**src/rtl/alice_pkg.sv**
```systemverilog
// Shared definitions for the Alice demux sequencer and the demux that consumes its select.
// The idle code is shared so both ends agree on the "no output" select value.
package alice_pkg;

  localparam int DEF_WORD_W = 16;
  localparam int DEF_SLOT_W = 8;
  localparam logic [1:0] IDLE_CODE = 2'b11;

  typedef enum logic [1:0] {
    ST_IDLE = 2'd0,
    ST_DATA = 2'd1,
    ST_GAP  = 2'd2
  } state_e;

  function automatic logic [1:0] dataSel(input logic keyBit);
    return {1'b0, keyBit};
  endfunction

endpackage

```
**src/rtl/alice_demux_sequencer_if.sv**
```systemverilog
// Key-word handshake between the word source (master) and the sequencer (slave).
interface alice_demux_sequencer_if import alice_pkg::*; #(
  parameter int WORD_W = DEF_WORD_W,
  parameter int SLOT_W = DEF_SLOT_W
);

  logic              word_valid;
  logic              word_ready;
  logic [WORD_W-1:0] word_data;
  logic [SLOT_W-1:0] slot_len;
  logic [SLOT_W-1:0] gap_len;

  modport master (output word_valid, word_data, slot_len, gap_len, input word_ready);
  modport slave  (input word_valid, word_data, slot_len, gap_len, output word_ready);

endinterface

```
**src/rtl/alice_slot_timer.sv**
```systemverilog
// Loadable phase counter shared by the data and gap phases; tc flags the last cycle of a phase.
module alice_slot_timer import alice_pkg::*; #(
  parameter int SLOT_W = DEF_SLOT_W
) (
  input  logic              clk,
  input  logic              rst,
  input  logic              en,
  input  logic              clear,
  input  logic [SLOT_W-1:0] term,
  output logic              tc
);

  logic [SLOT_W-1:0] cnt_q;
  logic [SLOT_W-1:0] cnt_d;

  always_comb begin
    cnt_d = cnt_q;
    if (clear) begin
      cnt_d = '0;
    end else if (en) begin
      cnt_d = cnt_q + SLOT_W'(1);
    end
  end

  always_ff @(posedge clk or posedge rst) begin
    if (rst) begin
      cnt_q <= '0;
    end else begin
      cnt_q <= cnt_d;
    end
  end

  assign tc = (cnt_q == term);

endmodule

```
**src/rtl/alice_demux_sequencer.sv**
```systemverilog
// Serialises key words LSB first onto the Alice demux select, one data slot plus an optional
// idle gap per bit, with a one-word holding register so consecutive words stream back to back.
module alice_demux_sequencer import alice_pkg::*; #(
  parameter int WORD_W = DEF_WORD_W,
  parameter int SLOT_W = DEF_SLOT_W,
  localparam int IDX_W = $clog2(WORD_W)
) (
  input  logic                    clk,
  input  logic                    rst,
  input  logic                    enable,
  alice_demux_sequencer_if.slave  word_if,
  output logic [1:0]              demux_sel,
  output logic                    busy,
  output logic [IDX_W-1:0]        bit_idx,
  output logic                    word_done
);

  state_e            state_q;
  logic [WORD_W-1:0] shiftReg_q;
  logic [SLOT_W-1:0] slot_q;
  logic [SLOT_W-1:0] gap_q;
  logic [IDX_W-1:0]  bitIdx_q;
  logic [1:0]        demuxSel_q;
  logic              wordDone_q;

  logic              holdValid_q;
  logic              holdValid_d;
  logic [WORD_W-1:0] holdData_q;
  logic [SLOT_W-1:0] holdSlot_q;
  logic [SLOT_W-1:0] holdGap_q;

  logic              takeWord;
  logic              loadHold;
  logic              bitEnd;
  logic              lastBit;
  logic              termHit;
  logic              timerEn;
  logic              timerClear;
  logic [SLOT_W-1:0] termCnt;

  assign word_if.word_ready = !holdValid_q;
  assign takeWord = word_if.word_valid && !holdValid_q;
  assign lastBit  = (bitIdx_q == IDX_W'(WORD_W - 1));
  assign bitEnd   = enable && termHit &&
                    ((state_q == ST_DATA && gap_q == '0) || state_q == ST_GAP);
  // A queued word is taken either from idle or on the closing edge of the previous word.
  assign loadHold = enable && holdValid_q && (state_q == ST_IDLE || (bitEnd && lastBit));

  always_comb begin
    termCnt = '0;
    if (state_q == ST_GAP) begin
      termCnt = gap_q - SLOT_W'(1);
    end else if (slot_q != '0) begin
      termCnt = slot_q - SLOT_W'(1);
    end
  end

  assign timerEn    = enable && (state_q != ST_IDLE);
  assign timerClear = enable && (state_q == ST_IDLE || termHit);

  alice_slot_timer #(.SLOT_W(SLOT_W)) u_timer (
    .clk   (clk),
    .rst   (rst),
    .en    (timerEn),
    .clear (timerClear),
    .term  (termCnt),
    .tc    (termHit)
  );

  always_comb begin
    holdValid_d = holdValid_q;
    if (takeWord) begin
      holdValid_d = 1'b1;
    end else if (loadHold) begin
      holdValid_d = 1'b0;
    end
  end

  always_ff @(posedge clk or posedge rst) begin
    if (rst) begin
      holdValid_q <= 1'b0;
      holdData_q  <= '0;
      holdSlot_q  <= '0;
      holdGap_q   <= '0;
    end else begin
      holdValid_q <= holdValid_d;
      if (takeWord) begin
        holdData_q <= word_if.word_data;
        holdSlot_q <= word_if.slot_len;
        holdGap_q  <= word_if.gap_len;
      end
    end
  end

  // Pausing freezes everything except the holding register and suppresses word_done.
  always_ff @(posedge clk or posedge rst) begin
    if (rst) begin
      state_q    <= ST_IDLE;
      shiftReg_q <= '0;
      slot_q     <= '0;
      gap_q      <= '0;
      bitIdx_q   <= '0;
      demuxSel_q <= IDLE_CODE;
      wordDone_q <= 1'b0;
    end else if (!enable) begin
      wordDone_q <= 1'b0;
    end else begin
      wordDone_q <= bitEnd && lastBit;
      if (loadHold) begin
        shiftReg_q <= holdData_q;
        slot_q     <= holdSlot_q;
        gap_q      <= holdGap_q;
        bitIdx_q   <= '0;
        state_q    <= ST_DATA;
        demuxSel_q <= dataSel(holdData_q[0]);
      end else if (bitEnd && !lastBit) begin
        shiftReg_q <= shiftReg_q >> 1;
        bitIdx_q   <= bitIdx_q + IDX_W'(1);
        state_q    <= ST_DATA;
        demuxSel_q <= dataSel(shiftReg_q[1]);
      end else if (bitEnd) begin
        bitIdx_q   <= '0;
        state_q    <= ST_IDLE;
        demuxSel_q <= IDLE_CODE;
      end else if (state_q == ST_DATA && termHit) begin
        state_q    <= ST_GAP;
        demuxSel_q <= IDLE_CODE;
      end
    end
  end

  assign demux_sel = demuxSel_q;
  assign busy      = (state_q != ST_IDLE);
  assign bit_idx   = bitIdx_q;
  assign word_done = wordDone_q;

endmodule

```
**src/flat_wrapper.sv**
```systemverilog
// flat-port wrapper written by rule: the top's interface ports become plain ports
module alice_demux_sequencer_flat import alice_pkg::*;
#(
  parameter int WORD_W = DEF_WORD_W,
  parameter int SLOT_W = DEF_SLOT_W,
  localparam int IDX_W = $clog2(WORD_W)
)
  (clk, rst, enable, demux_sel, busy, bit_idx, word_done, word_if_word_valid, word_if_word_data, word_if_slot_len, word_if_gap_len, word_if_word_ready);
  alice_demux_sequencer_if #(.WORD_W(WORD_W), .SLOT_W(SLOT_W)) word_if_i ();
  input  logic clk;
  input  logic rst;
  input  logic enable;
  output logic [1:0] demux_sel;
  output logic busy;
  output logic [IDX_W-1:0] bit_idx;
  output logic word_done;
  input wire logic [$bits(word_if_i.word_valid)-1:0] word_if_word_valid;
  input wire logic [$bits(word_if_i.word_data)-1:0] word_if_word_data;
  input wire logic [$bits(word_if_i.slot_len)-1:0] word_if_slot_len;
  input wire logic [$bits(word_if_i.gap_len)-1:0] word_if_gap_len;
  output wire logic [$bits(word_if_i.word_ready)-1:0] word_if_word_ready;
  assign word_if_i.word_valid = word_if_word_valid;
  assign word_if_i.word_data = word_if_word_data;
  assign word_if_i.slot_len = word_if_slot_len;
  assign word_if_i.gap_len = word_if_gap_len;
  assign word_if_word_ready = word_if_i.word_ready;
  alice_demux_sequencer #(.WORD_W(WORD_W), .SLOT_W(SLOT_W)) u_core (.clk(clk), .rst(rst), .enable(enable), .word_if(word_if_i), .demux_sel(demux_sel), .busy(busy), .bit_idx(bit_idx), .word_done(word_done));
endmodule
```
**config.mk**
```make
export PLATFORM = sky130hd
export DESIGN_NAME = alice_demux_sequencer_flat
export DESIGN_NICKNAME = d
export VERILOG_FILES = /design/src/rtl/alice_pkg.sv /design/src/rtl/alice_demux_sequencer_if.sv /design/src/rtl/alice_slot_timer.sv /design/src/rtl/alice_demux_sequencer.sv /design/src/flat_wrapper.sv
export SDC_FILE = /design/constraint.sdc
export NUM_CORES = 1
export LEC_CHECK = 0
export CORE_MARGIN = 4
export CORE_UTILIZATION = 56
export CTS_BUF_LIST = sky130_fd_sc_hd__clkbuf_16
export DETAILED_ROUTE_END_ITERATION = 6
export GPL_TIMING_DRIVEN = 0
export PLACE_DENSITY = 0.79
export SLEW_MARGIN = 25
export SYNTH_ARGS = -nofsm -noshare
export SYNTH_HDL_FRONTEND = slang
export SYNTH_SLANG_ARGS = --single-unit
```
**constraint.sdc**
```tcl
create_clock -name clk -period 3.9 [get_ports clk]
set_input_delay 0.975 -clock clk [delete_from_list [all_inputs] [get_ports clk]]
set_output_delay 0.975 -clock clk [all_outputs]
set_load 0.01 [all_outputs]
```
==> reports/results.txt <==
Non-filler instance count after layout: 530
Routability cong.: 0.8866
Initial DRC count: 193
Max capacitance violation total: 0
Die height: 94.15 um
Critical path start-end classification: input pin to register
Post-detailed-route DRC marker count: 0
Buffers on Ports: 44
Number of failing hold endpoints at the final stage: 0
Post-Syn Instances: 370
Post-CTS setup repair buffer count: 0
Sum of negative setup slack: 0 ps
Root buf cell: clkbuf_16
Total number of placement rows: 31
Type of element launching the critical path: input pin
Synthesized Nets: 411
Endpoint arrival time on the critical path: 3640 ps
Area of the die: 8864 um2
Share of async-settable or async-resettable flops after synthesis: 100.0%
Result of the run: finished clean
Headroom to the max-slew limit: 54.48%
Summed instance area of the synthesized netlist: 4156 um2
Maximum resistive drop on vdd: 0.4042 mV
Number of max-slew violations in the final report: 0
Count of flip-flops with a built-in enable after synthesis: 0
Total wirelength of the detailed-routed design: 9572 um
Final antenna diode count: 0
TritonCTS clock tree: done
Final ANT Viol Nets: 0
Yosys cell types: 63
Mean routed wirelength per cell: 18.06 um
Boundary Pins: 45
Clock network latency to the later pin of the worst-skew pair: 340 ps
Core region area: 7214 um2
Share of synthesized area occupied by flip-flops and latches: 48.83%
Max frequency: 0.2943 GHz
Synth Warn #: 0
Effective utilization at floorplan: 57.61%
Type of the tightest min-delay check: register to register
Final-layout fill cell count: 553
Setup repair after global routing missed its margin: no
Period utilisation layout: 87.12%
Dpl hpwl: 6762 um
Proportion of layout cells with a drive suffix above 1: 21.35%
Post-synth top flop: dfrtp_1
GRT Overall Usage: 23.26%
Period minus WS final: 3398 ps
Clock input transition at the sequential cells of the worst setup and hold paths: 60 ps
Number of nets in the layout: 467
Number of global-route vias before repair: 3245
Register bit total from synthesis: 81
Leakage dissipation: 2.138 nW
Global route total overflow: 0
Type of destination of the critical path: register
CTS H-Tree Depth: 3
Clock tree sinks: 81
Vias: 3168
Skew final: 8.466 ps
Num CTS Buffers: 9
Global-route wire length before repair: 15850 um
Floorplan die width: 94.15 um
Vias per cell: 5.977
Final setup viols: 0
Power per unit of standard cell area: 789.8 nW/um2
Crit-path max FO: 10
Layout overhead on the synthesized area: 21.58%
Average instance area after synthesis: 11.23 um2
First-pass iteration count of the detailed router: 4
Slew at the pin with the worst max-slew slack: 682.8 ps
# resized after CTS: 0
Largest net degree at the start of global routing: 55
CTS Hold Buffers Added: 0
Number of antenna violations at the first check in global routing: 0
Required time worst endpoint: 4140 ps
Number of placed instances with taps included: 514
Number of buffers between clock root and the deepest sink: 2
Register-to-register path setup slack: 700 ps
==> cell type report <==
class                      count  area [um2]  share of cell area (%)
multi-input combinational    242        1907                   37.73
clock inverter                 7       77.57                   1.535
clock buffer                   9       225.2                   4.457
inverter                      26       100.1                   1.981
sequential                    81        2029                   40.16
timing repair buffer          45       467.9                   9.260
buffer                        21       122.6                   2.426
tap                           99       123.9                   2.451
==> power by group <==
group	switching [W]	total, W	internal [W]
clock network	0.000364	0.000868	0.000504
logic	0.000771	0.00156	0.000786
registers	0.000338	0.00157	0.00123
total	0.00147	0.00399	0.00252
==> final timing paths <==
path                                     start                   end  cells after the start
max                                     enable  u_core.shiftReg_q[1]                     10
min                        u_core.demux_sel[1]   u_core.demux_sel[1]                      2
max reg2reg                    u_core.gap_q[0]  u_core.shiftReg_q[1]                     12
min reg2reg                u_core.demux_sel[1]   u_core.demux_sel[1]                      2
max in group asynchronous                  rst   u_core.demux_sel[0]                      3
min in group asynchronous                  rst  u_core.holdSlot_q[1]                      2
==> synth_stat cells (all sizes together) (2+ instances only) <==
cell / n / area, um2
nor2: 12 / 45.04
o311ai: 13 / 113.9
a211oi: 3 / 22.52
nand3: 21 / 110.1
xnor2: 10 / 87.58
dfstp: 2 / 52.55
nand4: 4 / 31.28
nand2: 10 / 37.54
nor3: 10 / 60.06
a21boi: 2 / 15.01
o2bb2ai: 2 / 17.52
nor4: 8 / 86.33
nor3b: 4 / 30.03
and3: 6 / 37.54
clkbuf: 8 / 30.03
a21bo: 2 / 20.02
nor2b: 3 / 18.77
a21oi: 8 / 43.79
mux2: 46 / 551.8
o31a: 2 / 17.52
dfrtp: 79 / 1977
o21ai: 25 / 125.1
o31ai: 4 / 43.79
a22o: 3 / 26.28
or3: 3 / 18.77
inv: 26 / 97.59
o22ai: 4 / 25.02
a31o: 3 / 26.28
nand2b: 4 / 25.02
a21o: 3 / 22.52
a31oi: 2 / 12.51
buf: 13 / 92.59
xor2: 4 / 35.03
ha: 5 / 62.56
and2: 3 / 21.27
==> routing by layer <==
metal  wire length (um)  track usage (%)  vias up  share of wire (%)
met2               4718            38.65       85                 49
met4                238            9.988        0                2.5
met1               4178            30.18     1594                 44
li1                   -                -     1466                  -
met5                  0                0        -                  0
met3                438            3.606       23                4.6
==> worst max-delay path: stages <==
cell and delay, ps:
clkdlybuf4s50_1 470, clkbuf_1 350, nand2_1 130, nor4_1 560, nand3_1 220, nor4_4 240, buf_4 230, buf_2 220
o21ai_0 120, o311ai_1 110
==> sequential cells by signal, indices dropped and copies added (netlist names) <==
name / cells
u_core.holdSlot_q: 8
u_core.u_timer.cnt_q: 8
u_core.state_q: 2
u_core.shiftReg_q: 15
u_core.slot_q: 8
u_core.holdGap_q: 8
u_core.holdValid_q: 1
u_core.holdData_q: 16
u_core.gap_q: 8
u_core.demux_sel: 2
u_core.word_done: 1
u_core.bit_idx: 4
==> through the flow <==
| stage | area, um2 | worst slack [ps] | hold slack, ps | power [W] | utilization, % |
|---|---|---|---|---|---|
| final | 5054 | 502.5 | 475.2 | 0.003991 | 70.05 |
| after global routing | 5054 | 238.3 | 516.0 | 0.004217 | 70.05 |
| after CTS | 5054 | 540.5 | 475.2 | 0.003989 | 70.05 |
| after detailed placement | 4751 | 200.3 | 461.8 | 0.003094 | 65.85 |
| after global placement | 4721 | -362.6 | 464.3 | 0.002994 | 65.44 |
| after floorplan | 4156 | 848.2 | 460.2 | 0.002667 | - |
==> layout by cell type, fill, tap and decap left out, types with 4 or more instances in the layout <==
cell type and instances:
clkdlybuf4s50_1 44, buf_4 5, clkbuf_16 9, mux2_2 35, xnor2_1 10, inv_1 25
nor4_1 5, dfrtp_1 79, and3_1 6, o22ai_1 4, nor2_1 12, nand2_1 10
clkbuf_1 8, xor2_1 4, o311ai_1 11, nor3_1 8, mux2_4 9, nand2b_1 4
nand3_1 20, ha_1 5, nor3b_1 4, a21oi_1 7, o21ai_0 24
==> cells by family (layout without fill, tap and decap cells) <==
logic type / count (synthesis) / in the layout / share of synthesized area (%)
AO/OA/AOI/OAI: 83 / 83 / 14.36
XOR/XNOR: 14 / 14 / 2.950
adder cells (fa/ha/maj): 5 / 5 / 1.505
buffers and inverters: 47 / 108 / 5.298
flip-flops: 81 / 81 / 48.83
multiplexers: 46 / 46 / 13.28
AND/OR/NAND/NOR: 94 / 94 / 13.79
Power figures use the tool's default switching activity.
==> variant: new RTL, config.mk and constraints unchanged <==
Reset style: synchronous (`rst`), changed in 3 clocked blocks.
--- a/src/rtl/alice_slot_timer.sv
+++ b/src/rtl/alice_slot_timer.sv
@@ -22,7 +22,7 @@
     end
   end
 
-  always_ff @(posedge clk or posedge rst) begin
+  always_ff @(posedge clk) begin
     if (rst) begin
       cnt_q <= '0;
     end else begin
--- a/src/rtl/alice_demux_sequencer.sv
+++ b/src/rtl/alice_demux_sequencer.sv
@@ -76,7 +76,7 @@
     end
   end
 
-  always_ff @(posedge clk or posedge rst) begin
+  always_ff @(posedge clk) begin
     if (rst) begin
       holdValid_q <= 1'b0;
       holdData_q  <= '0;
@@ -93,7 +93,7 @@
   end
 
   // Pausing freezes everything except the holding register and suppresses word_done.
-  always_ff @(posedge clk or posedge rst) begin
+  always_ff @(posedge clk) begin
     if (rst) begin
       state_q    <= ST_IDLE;
       shiftReg_q <= '0;
Check against the original RTL: differs if rst is asserted again (counterexample within 4 cycles, from zero or initial values and one cycle with rst high); with rst held inactive, the same outputs for 4 cycles.
==> variant against the original RTL <==
- wire length decreased by 5.1%
- clock skew down 1.6 ps
- cell count increased by 11%
- sequential cell count is the same
- synthesized area decreased by 8.4%
- register-to-register slack lost 260 ps
- critical path type is now flip-flop to flip-flop
- setup slack got worse by 67 ps
- design area down 8.5%
Power is not compared: it rests on default switching activity, and its combinational part moved more than twofold at a synthesized area within 25%.
==> variant: results (changes against the original RTL) <==
sequential area share after synthesis 42.59% (-6.2 points); Final #Nets 550 (+18%); final hold viol count 0 (unchanged); Fill cells 519 (-6.1%); GRT Overall Usage 22.87% (-0.39 points); R2R setup slack 440 ps (-260 ps); initial antenna violation count 0 (unchanged); Register-to-Register Path Depth 11 (-1); Worst path slowest cell a211oi_2; top cells by area, synth dfxtp_1 (43%), a21oi_1 (9.2%), nand2_1 (7.1%), a211oi_2 (3.9%), mux2i_1 (3.9%); worst-margin pin slew 680.5 ps (-2.314 ps); initial DRC count 176 (-8.8%); largest net degree at the start of global routing 14 (-75%); Netlist cell types 52 (-17%); first-pass GRT wire length 15,500 um (-2.2%); Post-synth ARST share 0% (-100 points); status complete, no violations; I/O Buffers 43 (-2.3%); 1st-pass router iterations 5 (+1); Post-synth top cells dfxtp_1 (81), nand2_1 (72), a21oi_1 (70); vias in the first global route 3,394 (+4.6%); share of cells above drive strength 1 7.797% (-14 points); hpwl dp 6556 um (-3.0%); Hold Slack 454.2 ps (-21.01 ps); syn_nets 496 (+21%); GPL Wtd Cong 0.8933 (+0.76%); Max Clock Skew 6.859 ps (-1.607 ps)
==> variant: logic make-up after synthesis <==
logic type	count (synthesis)	share of synthesized area (%)
and+or+nand+nor	163	21.13
AOI/OAI and AO/OA	131	22.02
DFF	81	42.59
buffers and inverters	42	4.535
xor gates and xnor gates	18	4.141
muxes	15	3.943
adders and majority gates	5	1.643
==> variant: final cells by class <==
class | count | area, um^2 | share of cell area, %
buffer | 29 | 123.9 | 2.679
clock buffer | 9 | 225.2 | 4.870
clock inverter | 6 | 60.06 | 1.299
inverter | 13 | 48.80 | 1.055
multi-input combinational | 332 | 2018 | 43.64
sequential | 81 | 1622 | 35.07
tap | 77 | 96.34 | 2.083
timing repair buffer | 43 | 430.4 | 9.307
==> variant: metal layers <==
metal	global-route usage [%]	wire, um	vias to the layer above
met5	0	0	-
met4	11.22	257	0
met3	5.417	411	24
met2	36.78	4237	83
met1	28.73	4178	1594
li1	-	-	1731
==> variant: through the flow <==
step                      util (%)  setup slack [ps]  cells  cell area, um^2  power [mW]
final                        71.60             435.2    590             4624       2.039
after global routing         71.60             87.97    590             4624       2.121
after CTS                    71.52             474.4    590             4619       2.042
after detailed placement     67.11             497.7    575             4334       1.232
after global placement       67.11             630.2    575             4334       1.220
after floorplan                  -              1128    455             3807       1.127
==> variant: power by group through the flow <==
stage          logic, mW  clock network [mW]  registers [mW]
4_1_cts            0.318               0.824           0.900
5_1_grt            0.354               0.861           0.906
3_5_place_dp       0.315                   0           0.917
6_report           0.320               0.817           0.901
2_1_floorplan      0.217                   0           0.911
3_3_place_gp       0.305                   0           0.915
==> variant: final timing paths <==
| path | startpoint | to |
|---|---|---|
| max reg2reg | u_core.gap_q[0] | u_core.shiftReg_q[8] |
| min reg2reg | u_core.holdData_q[12] | u_core.holdData_q[12] |
| max | u_core.gap_q[0] | u_core.shiftReg_q[8] |
| min | u_core.holdData_q[12] | u_core.holdData_q[12] |
==> variant: worst max-delay path: cells and delay by family (launching register included) <==
kind | cells | cell delay, ps
and+or+nand+nor | 4 | 1220
AOI/OAI and AO/OA | 4 | 1120
buffers and inverters | 2 | 440
DFF | 1 | 350
adders and majority gates | 1 | 190
